===== src/rtl/imm_gen.sv =====
// Registered 64-bit immediate generator: SEXT/ZEXT/BRANCH/UPPER formats, 1-cycle latency.
// Optional IMM_GEN_STATUS_EN adds registered is_neg/is_zero flags.
module imm_gen #(
  parameter int IN_W  = 12,
  parameter int OUT_W = 64
) (
  input  logic             clk,
  input  logic             reset,
  input  logic [IN_W-1:0]  imm_in,
  input  logic [1:0]       fmt,
  input  logic             in_valid,
`ifdef IMM_GEN_STATUS_EN
  output logic             is_neg,
  output logic             is_zero,
`endif
  output logic [OUT_W-1:0] imm_out,
  output logic             out_valid
);

  localparam logic [1:0] FMT_SEXT   = 2'd0;
  localparam logic [1:0] FMT_ZEXT   = 2'd1;
  localparam logic [1:0] FMT_BRANCH = 2'd2;
  localparam logic [1:0] FMT_UPPER  = 2'd3;

  logic             sign;
  logic [OUT_W-1:0] sext;
  logic [OUT_W-1:0] zext;
  logic [OUT_W-1:0] branch;
  logic [OUT_W-1:0] upper;
  logic [OUT_W-1:0] nxt;

  logic is_sext;
  logic is_zext;
  logic is_branch;
  logic is_upper;

  assign sign   = imm_in[IN_W-1];
  assign sext   = {{(OUT_W-IN_W){sign}}, imm_in};
  assign zext   = {{(OUT_W-IN_W){1'b0}}, imm_in};
  assign branch = {sext[OUT_W-2:0], 1'b0};
  assign upper  = {sext[OUT_W-13:0], 12'b0};

  assign is_sext   = (fmt == FMT_SEXT);
  assign is_zext   = (fmt == FMT_ZEXT);
  assign is_branch = (fmt == FMT_BRANCH);
  assign is_upper  = (fmt == FMT_UPPER);

  always_comb begin
    nxt = '0;
    unique case (1'b1)
      is_sext:   nxt = sext;
      is_zext:   nxt = zext;
      is_branch: nxt = branch;
      is_upper:  nxt = upper;
      default:   nxt = '0;
    endcase
  end

  // Data only loads on valid, so garbage on idle inputs never reaches imm_out.
  always_ff @(posedge clk) begin
    if (reset) begin
      imm_out   <= '0;
      out_valid <= 1'b0;
    end else begin
      out_valid <= in_valid;
      if (in_valid) begin
        imm_out <= nxt;
      end
    end
  end

`ifdef IMM_GEN_STATUS_EN
  always_ff @(posedge clk) begin
    if (reset) begin
      is_neg  <= 1'b0;
      is_zero <= 1'b0;
    end else if (in_valid) begin
      is_neg  <= nxt[OUT_W-1];
      is_zero <= (nxt == '0);
    end
  end
`endif

endmodule


===== config.mk =====
export PLATFORM = sky130hd
export DESIGN_NAME = imm_gen
export DESIGN_NICKNAME = d
export VERILOG_FILES = /design/src/rtl/imm_gen.sv
export SDC_FILE = /design/constraint.sdc
export NUM_CORES = 1
export LEC_CHECK = 0
export ABC_AREA = 1
export BUFFER_PORTS_ARGS = -buffer_cell sky130_fd_sc_hd__buf_2
export CAP_MARGIN = 20
export CORE_MARGIN = 4
export CORE_UTILIZATION = 40
export DETAILED_ROUTE_END_ITERATION = 6
export HOLD_SLACK_MARGIN = 0.02
export MAX_ROUTING_LAYER = met4
export PLACE_DENSITY = 0.76
export SLEW_MARGIN = 20
export SYNTH_ARGS = -nofsm -noshare
export SYNTH_HDL_FRONTEND = slang
export SYNTH_SLANG_ARGS = --single-unit

===== constraint.sdc =====
create_clock -name clk -period 1.15 [get_ports clk]
set_input_delay 0.0575 -clock clk [delete_from_list [all_inputs] [get_ports clk]]
set_output_delay 0.0575 -clock clk [all_outputs]
set_load 0.005 [all_outputs]

Word-level counts from Yosys, hierarchy flattened
Index checks and enable logic that the tools add are counted.

Flip-flop bits (word level): 65. Word-level logic and storage cells: 7.

Equal/unequal tests: 3. Muxes and demuxes: 1. Reductions and logical operators: 1.

Operators with widths (number): $pmux W64 S4 (1); $eq A2 B2 Y1 const B (2); $eq A2 B1 Y1 const B (1); $logic_not A2 Y1 (1).

Logic depth before layout (Yosys ltp)
Depth after elaboration: 2. Gate-level depth with buffers: 8. Mapped depth without buffers: 6.

Worst setup path before layout
Ideal clock, no wire load.

Path kind: register to register. Start point: reg imm_out[62] (netlist name). End point: reg imm_out[62]. Setup time: 0.065 ns. Data arrival time: 1.230 ns. Setup slack: -0.146 ns. Stages on the path, launching flop included: 3. Buffers on the path: 0. Period minus slack after synthesis: 1.296 ns. Path through: dfxtp_1 > o21ai_0 > nor2_1.

RTL lines: end signal, assigned (RTL line 67) `imm_out <= nxt;`; end, declared (RTL line 16) `output logic [OUT_W-1:0] imm_out,`.

==> out/summary.txt <==
run status - finished clean
Detailed Route Iter0 Violations - 47
die area - 4670 um^2
GP Congestion - 0.776
Longest Clk Path Bufs - 2
Die Y - 68.3 um
Design Area, Final - 1720 um^2
Routed WL - 3340 um
Worst-path clk slew - 0.13 ns
simple-gate share of the synthesized area - 32.3%
DRC - 0
Setup Slack @ Placement - 0.149 ns
clk root buf - clkbuf_4
Sum Neg Setup Slack - 0 ns
n_diodes - 0
syn nets - 232
Overall Power - 1780 uW
Final Max Slew Viols - 0
final cycle utilization of the critical path - 91.7%
Post-CTS Setup Bufs - 0
Max Cap Viol - 0
clk_skew - 0 ns
chip width - 68.3 um
Syn. warnings - 0
num ports - 82
CTS tree - done
Final Hold Fails - 0
Tmin final - 1.06 ns
Total Nets Final - 283
Synth top cells by count - 78 x nand2_1, 43 x buf_4, 25 x dfxtp_1
Seq cells post-synth - 25
CP required - 1.09 ns
largest net degree at the start of global routing - 42
Area contributors post-synth - dfxtp_1 34%, buf_4 22%, nand2_1 20%, nor2_1 6.2%, nand3_1 4.5%
max frequency - 948 MHz
total CTS buffers - 3
vias in the first global route - 1192
power per cell area - 1030 nW/um^2
post-synth top area share - 34.4%
Post-Synth XOR/XNOR Area - 0%
actual slew at the worst max-slew pin - 0.325 ns
GR Util All Layers - 15.1%
mapped cell area - 1460 um^2
initial antenna violation count - 0
Cell Area, Placed - 1580 um^2
RSZ-0062 raised after global routing - false
fill count - 353
first-pass GRT wire length - 5290 um
EDFF count, synth - 0
dominant cell type by area after synthesis - dfxtp_1
htree depth - 1
LEAKAGE - 0.00101 uW
row cnt - 21
Crit path arrival time - 1.00 ns
most frequent cell after synthesis - nand2_1
area growth from synthesis to layout - 18.2%
CP max FO - 41
Synth async-reset ratio - 0%
antenna-violating nets left - 0
Final Setup Violations - 0
DRT Pass-1 Iters - 4
Hold WC Path Type - in -> reg
post-route insts no fill - 311
Mapped Avg Cell Area - 6.77 um^2
share of cells above drive strength 1 - 35.1%
IO buf count - 81
clock sink total - 25
core region area - 3420 um^2
Starting Density - 42.6%
main combinational cell family by area after synthesis - simple AND/OR/NAND/NOR gates
CP Capture Type - output port
Synth Area in Adders - 0%
Slew headroom - 78.3%
mux contribution to synthesized area - 0%
post-synthesis cell count - 215
grt total ovfl - 0
CP startpoint kind - flip-flop
number of library cell types mapped by synthesis - 15
Detailed Place HPWL - 2460 um
setup ws final - 0.0949 ns
compound-cell area share of the yosys netlist - 5.85%
Synth Flop Type - dfxtp_1
Clock Latency Late Sink - 0.31 ns
wire per inst - 10.7 um
Cells after DPL - 296
CP Class - reg -> out
DR vias - 1345
post-DR vias/cell - 4.32
register area share after synthesis - 34.4%
Max VDD drop - 0.000915 V
-- worst max-delay path, stage by stage (launching register included) --
cell	delay, ns
dfxtp_2	0.36
buf_8	0.18
buf_2	0.14
-- layout make-up --
class | count | area (um^2) | area share, %
clock buffer | 4 | 26.3 | 1.53
sequential | 25 | 502 | 29.2
timing repair buffer | 97 | 561 | 32.6
tap | 46 | 57.6 | 3.35
multi-input combinational | 134 | 556 | 32.3
inverter | 5 | 18.8 | 1.09
-- metrics by stage --
| step | utilization, % | hold WS (ns) |
|---|---|---|
| final | 50.4 | 0.0356 |
| after global routing | 50.4 | 0.0375 |
| after CTS | 50.3 | 0.0202 |
| after detailed placement | 46.2 | 0.238 |
| after global placement | 46.2 | 0.239 |
| after floorplan | - | 0.127 |
-- final timing paths --
path | from | cells past startpoint | slack [ns] | end
setup / recovery | imm_out[62]$_SDFFE_PP0P_ | 2 | 0.09 | imm_out[47]
hold / removal | imm_in[11] | 3 | 0.04 | imm_out[62]$_SDFFE_PP0P_
setup reg to reg | imm_out[18]$_SDFFE_PP0P_ | 2 | 0.49 | imm_out[18]$_SDFFE_PP0P_
hold reg to reg | imm_out[0]$_SDFFE_PP0P_ | 2 | 0.47 | imm_out[0]$_SDFFE_PP0P_
-- cells by family (layout without fill, tap and decap cells) --
kind of cell           after synthesis  in the layout
AO/OA/AOI/OAI                       17             17
buffers and inverters               56            106
flip-flops                          25             25
AND/OR/NAND/NOR                    117            117
-- report_power, final --
| group | internal [uW] | switching [uW] | total, uW | leakage [uW] |
|---|---|---|---|---|
| registers | 922 | 27.1 | 949 | 0.000207 |
| logic | 208 | 234 | 443 | 0.000790 |
| clock network | 136 | 248 | 384 | 0.0000150 |
| total | 1270 | 510 | 1780 | 0.00101 |
-- metal layers --
layer  wire length [um]  track usage (%)  part of all wire [%]  up-vias
met4                 21             2.23                  0.63        0
met1               1500             19.9                    45      567
met5                  0                -                     0        -
met2               1580             23.3                    47       52
li1                   -                -                     -      722
met3                236             4.43                   7.1        4
-- registers in the layout (all words and copies together) (netlist names) --
signal and flops:
out_valid 1, imm_out 24
-- what timing repair did --
action | CTS | global route
resized for setup | 1 | 1
hold endpoints to repair | 11 | 0
hold buffers | 11 | 0
endpoints found under the setup margin | 41 | 41
-- layout by cell type (no fill, tap or decap) --
| cell | count |
|---|---|
| clkbuf_4 | 3 |
| dfxtp_1 | 24 |
| buf_8 | 1 |
| nand2_1 | 78 |
| dfxtp_2 | 1 |
| nand3_1 | 13 |
| buf_4 | 4 |
| nor2_1 | 24 |
| clkbuf_1 | 1 |
| buf_2 | 81 |
| dlygate4sd3_1 | 11 |
| inv_2 | 1 |
| a21oi_1 | 3 |
| o21ai_0 | 13 |
| inv_1 | 4 |
| nor2_4 | 2 |
| o21ai_1 | 1 |
Note: power is estimated with default switching activity, not from simulation.
